### src/rtl/wb_cdb_arbiter.sv
// wb_cdb_arbiter: round-robin writeback arbiter onto a registered single-issue CDB, stale epochs absorbed; WB_ARB_STATS_EN adds drop/stall counters
`ifndef ROB_W
`define ROB_W 6
`endif
`ifndef PHYS_W
`define PHYS_W 7
`endif
module wb_cdb_arbiter #(
  parameter int NUM_PORTS = 3
) (
  input  logic                                clk,
  input  logic                                rst,
  input  logic                                flush,
  input  logic [1:0]                          cur_epoch,
  input  logic [NUM_PORTS-1:0]                wb_valid,
  output logic [NUM_PORTS-1:0]                wb_ready,
  input  logic [NUM_PORTS-1:0][31:0]          wb_pc,
  input  logic [NUM_PORTS-1:0]                wb_uses_rd,
  input  logic [NUM_PORTS-1:0][`ROB_W-1:0]    wb_rob_idx,
  input  logic [NUM_PORTS-1:0][`PHYS_W-1:0]   wb_prd_new,
  input  logic [NUM_PORTS-1:0][1:0]           wb_epoch,
  input  logic [NUM_PORTS-1:0][31:0]          wb_data,
  output logic                                cdb_valid,
  output logic                                cdb_wake_valid,
  output logic [31:0]                         cdb_pc,
  output logic                                cdb_uses_rd,
  output logic [`ROB_W-1:0]                   cdb_rob_idx,
  output logic [`PHYS_W-1:0]                  cdb_prd_new,
  output logic [31:0]                         cdb_data,
  output logic [15:0]                         stat_drop_cnt,
  output logic [15:0]                         stat_stall_cnt
);
  localparam int PW = $clog2(NUM_PORTS);
  logic [PW-1:0]        r_rr;
  logic [NUM_PORTS-1:0] w_live, w_stale, w_grant_oh;
  logic                 w_grant;
  logic [PW-1:0]        w_gidx;
  int                   w_idx;
  // classify each valid port as live (current epoch, no flush) or stale
  always_comb begin
    w_live = '0;
    w_stale = '0;
    for (int i = 0; i < NUM_PORTS; i++) begin
      w_live[i] = wb_valid[i] && wb_epoch[i] == cur_epoch && !flush;
      w_stale[i] = wb_valid[i] && !w_live[i];
    end
  end
  // scan from the pointer backwards so the last hit is the first live port in round-robin order
  always_comb begin
    w_grant = 1'b0;
    w_gidx = '0;
    w_idx = 0;
    for (int k = NUM_PORTS - 1; k >= 0; k--) begin
      w_idx = int'(r_rr) + k;
      w_idx = w_idx >= NUM_PORTS ? w_idx - NUM_PORTS : w_idx;
      if (w_live[PW'(w_idx)]) begin
        w_grant = 1'b1;
        w_gidx = PW'(w_idx);
      end
    end
  end
  assign w_grant_oh = w_grant ? NUM_PORTS'(1) << w_gidx : '0;
  assign wb_ready = rst ? '0 : (w_stale | w_grant_oh);
  assign cdb_wake_valid = cdb_valid && cdb_uses_rd;
  // load the grantee onto the CDB for one cycle and advance the pointer past it
  always_ff @(posedge clk or posedge rst) begin
    if (rst) begin
      r_rr <= '0;
      cdb_valid <= 1'b0;
      cdb_pc <= '0;
      cdb_uses_rd <= 1'b0;
      cdb_rob_idx <= '0;
      cdb_prd_new <= '0;
      cdb_data <= '0;
    end else begin
      cdb_valid <= w_grant;
      if (w_grant) begin
        r_rr <= w_gidx == PW'(NUM_PORTS - 1) ? '0 : w_gidx + 1'b1;
        cdb_pc <= wb_pc[w_gidx];
        cdb_uses_rd <= wb_uses_rd[w_gidx];
        cdb_rob_idx <= wb_rob_idx[w_gidx];
        cdb_prd_new <= wb_prd_new[w_gidx];
        cdb_data <= wb_data[w_gidx];
      end
    end
  end
`ifdef WB_ARB_STATS_EN
  logic [15:0] r_drop, r_stall;
  logic [16:0] w_drop_sum;
  logic        w_stall;
  assign w_drop_sum = {1'b0, r_drop} + 17'($countones(w_stale));
  assign w_stall = |(w_live & ~w_grant_oh);
  // saturating counters of dropped stale results and contention-stall cycles
  always_ff @(posedge clk or posedge rst) begin
    if (rst) begin
      r_drop <= '0;
      r_stall <= '0;
    end else begin
      r_drop <= w_drop_sum[16] ? 16'hFFFF : w_drop_sum[15:0];
      r_stall <= (w_stall && r_stall != 16'hFFFF) ? r_stall + 16'd1 : r_stall;
    end
  end
  assign stat_drop_cnt = r_drop;
  assign stat_stall_cnt = r_stall;
`else
  assign stat_drop_cnt = '0;
  assign stat_stall_cnt = '0;
`endif
endmodule

### config.mk
export PLATFORM = sky130hd
export DESIGN_NAME = wb_cdb_arbiter
export DESIGN_NICKNAME = d
export VERILOG_FILES = /design/src/rtl/wb_cdb_arbiter.sv
export SDC_FILE = /design/constraint.sdc
export NUM_CORES = 1
export LEC_CHECK = 0
export BUFFER_PORTS_ARGS = -buffer_cell sky130_fd_sc_hd__buf_2
export CORE_AREA = 2 2 142 144
export CTS_CLUSTER_SIZE = 12
export DETAILED_ROUTE_END_ITERATION = 16
export DIE_AREA = 0 0 144 146
export GPL_TIMING_DRIVEN = 1
export HOLD_SLACK_MARGIN = 0.1
export PLACE_DENSITY_LB_ADDON = 0.2
export SETUP_SLACK_MARGIN = 0.1
export SYNTH_ARGS = -nofsm -noshare
export SYNTH_HDL_FRONTEND = slang
export SYNTH_SLANG_ARGS = --single-unit
### constraint.sdc
create_clock -name clk -period 4.2 [get_ports clk]
set_input_delay 1.05 -clock clk [delete_from_list [all_inputs] [get_ports clk]]
set_output_delay 1.05 -clock clk [all_outputs]
set_load 0.02 [all_outputs]
==> flow_summary.ini <==
[hold_path]
hp-class = reg2reg

[synth]
synth_cell_type_count = 39
yosysSeqAreaShare = 0.404
yosysWarnings = 0
synth-edff-count = 0
synth_top_area_share = 0.404
synth_area_leader_cell = dfrtp_1
synthCells = 579
ys.flop_type = dfrtp_1
synth-seq-cells = 81
async_flop_share = 1.00
netlist_area_um2 = 5020
netlist_top_cells_area = dfrtp_1 40%, nand2_1 11%, o31ai_1 6.3%
synth.avg_cell_area_um2 = 8.67

[setup_path]
worst_path_max_delay_cell = or4b_4
required_ns = 3.15
cp_cell_sequence = buf_6 -> xor2_2 -> or4b_4 -> and2_4 -> maj3_2 -> a221o_4 -> clkinv_8 -> a32o_1 -> and2_4 -> buf_6
cp-start-kind = input port
arrival_ns = 3.18
slowest_delay_ns = 0.52
end_kind = output port
crit_type = in2out
critPathMaxFanout = 2

[power_and_ir_drop]
switching_power_mw = 1.74
power.density_nw_per_um2 = 581
ir_drop_mv = 0.232
netSwitchingFraction = 0.424
combPwrFrac = 0.479
p_int_mw = 2.37
power_leakage_nw = 4.02
seqPwrFrac = 0.326
power_frac_clock = 0.195

[clock_tree]
clockRootBuffer = clkbuf_16
cts_buffers = 9
postCtsHoldBufs = 0
clk_pin_slew_worst_paths_ns = 0.07
clockBufferDepth = 2
clkLatencyLatePin_ns = 0.34
htreeDepth = 3
cts_tree = yes
cts_sinks = 81

[detailed_routing]
route.met2.wl_um = 8310
drc = 0
drt_wl_total_um = 17000
drt_iter0_drc = 156
wl_met3_um = 1330
avgViaCountPerCell = 4.40
top_layer = met4
via_count = 5134
dr.pass1.iters = 4
wl_met1_um = 6970
routedWlPerCell_um = 14.6
postRouteAntennaNets = 0

[final_layout]
layout-drive-gt1-share = 0.430
syn2layout_area_growth_pct = 41.0
ff_latch_area_um2 = 2030
nets = 1145
final_cell_area_um2 = 7080
multi_input_area_um2 = 2540
final_util = 0.366
layoutNonFillerInstCount = 1166
fill_cells = 2103

[status]
status = finished with violations
violations = setup timing

[placed_design]
gp_congestion = 0.843
portBuffers = 330
dpl.hpwl_um = 12800
dp_cells = 1146
placed_area_um2 = 6730

[floorplanning]
io_pins = 363
fp.coreArea_um2 = 19300
initial_core_util = 0.259
die_w_um = 144
rows = 51
fp.dieH_um = 146
dieArea_um2 = 21000

[sta]
drv_slew = 0
setup_slack_ns = -0.0265
hold_viol = 0
fmax_mhz = 237
tightestPinTransition_ns = 0.944
period_needed_ns = 4.23
final_min_period_over_clock_period = 1.01
slew_headroom = 0.371
setup_viol = 1
fin_worst_skew_ns = 0.00579
grt_setup_unrepaired = true

[grt]
grt_max_degree = 92
antenna_found_initial = 1
grt_pass1_wl_um = 25700
grtUsageTotal = 0.155
grt_remaining_overflow = 0
grt_pass1_vias = 5079

[job]
drv_cap = 0
Yosys cell counts (2+ instances only):
master and n:
inv_1 3, xor2_1 2, and2_1 3, and3_1 48
buf_2 2, dfrtp_1 81, nand2_1 149, buf_4 32
o31ai_2 8, a21oi_1 3, xnor2_1 4, a22oi_1 30
o21ai_1 29, buf_8 4, clkbuf_1 25, o21ai_0 2
nor2_1 49, nand4b_1 2, o31ai_1 42, mux2i_1 30
buf_6 12, ha_1 2
state kept, by name (all words and copies together), names as in the netlist:
register / flops
r_rr: 2
cdb_pc: 32
cdb_rob_idx: 6
cdb_valid: 1
cdb_prd_new: 7
cdb_uses_rd: 1
cdb_data: 32
critical path, delay by kind of cell:
| family | cells | cell delay [ns] |
|---|---|---|
| and+or+nand+nor | 3 | 0.81 |
| AOI/OAI and AO/OA | 2 | 0.58 |
| adders and majority gates | 1 | 0.29 |
| buffers and inverters | 3 | 0.26 |
| xor gates and xnor gates | 1 | 0.17 |
per-stage QoR:
stage | setup slack [ns] | power [mW] | TNS (ns) | hold WS (ns)
floorplan | 0.103 | 2.72 | 0 | 0.535
global placement | -0.101 | 3.33 | -0.101 | 0.455
detailed placement | -0.115 | 3.34 | -0.115 | 0.461
CTS | -0.0899 | 4.18 | -0.0899 | 0.477
global route | -0.106 | 4.40 | -0.106 | 0.490
finish | -0.0265 | 4.11 | -0.0265 | 0.470
power by group through the flow:
| stage | Combinational, mW | Clock, mW | Sequential, mW |
|---|---|---|---|
| after floorplan | 0.944 | 0 | 1.77 |
| after global routing | 2.15 | 0.861 | 1.39 |
| final | 1.97 | 0.803 | 1.34 |
| after CTS | 2.00 | 0.839 | 1.34 |
| after detailed placement | 1.99 | 0 | 1.34 |
| after global placement | 1.98 | 0 | 1.35 |
final timing paths:
check	end	depth (start not counted)	from	slack [ns]
max reg2reg	cdb_prd_new[1]	7	r_rr[0]	1.22
max in group asynchronous	cdb_pc[9]	4	rst	2.28
min in group asynchronous	r_rr[1]	3	rst	0.88
max	wb_ready[0]	10	wb_epoch[2]	-0.03
min	cdb_data[15]	2	cdb_data[15]	0.47
min reg2reg	cdb_data[15]	2	cdb_data[15]	0.47
logic make-up (layout without fill, tap and decap cells):
kind of cell,Yosys count,count (layout),share of synthesized area
xor+xnor,6,6,0.0105
other cells,1,33,0.000747
fa+ha+maj,4,4,0.00923
simple gates,256,256,0.224
buf+inv,81,371,0.118
mux,30,30,0.0599
flops,81,81,0.404
compound gates,120,120,0.174
timing repair:
action	CTS	global route
pin swaps	7	6
setup buffers	1	2
endpoints found under the setup margin	1	1
resized for setup	5	1
layout make-up:
class / instances / share of cell area
Timing Repair Buffer: 351 / 0.260
Clock inverter: 5 / 0.00778
Multi-Input combinational cell: 448 / 0.360
Inverter: 4 / 0.00442
Clock buffer: 11 / 0.0343
Antenna cell: 1 / 0.000354
Sequential cell: 81 / 0.286
Tap cell: 265 / 0.0469
placed cells by master (no fill, tap or decap), types with 2 or more instances in the layout:
| cell type | n |
|---|---|
| buf_2 | 327 |
| nand2_1 | 149 |
| dfrtp_1 | 81 |
| nor2_1 | 49 |
| and3_1 | 48 |
| o31ai_1 | 42 |
| conb_1 | 32 |
| mux2i_1 | 30 |
| a22oi_1 | 30 |
| o21ai_1 | 29 |
| buf_4 | 20 |
| clkbuf_16 | 9 |
| o31ai_2 | 8 |
| xnor2_1 | 4 |
| a21oi_1 | 3 |
| clkinvlp_4 | 3 |
| buf_6 | 3 |
| nand4b_1 | 2 |
| and2_4 | 2 |
| inv_1 | 2 |
| o21ai_0 | 2 |
| ha_1 | 2 |
| clkinv_2 | 2 |
per-layer routing:
layer,vias to the layer above,track usage
met3,25,0.0306
met1,2312,0.179
met5,-,0
met4,0,0.0623
li1,2565,-
met2,232,0.279
No activity file was read; power rests on OpenSTA's default activity.
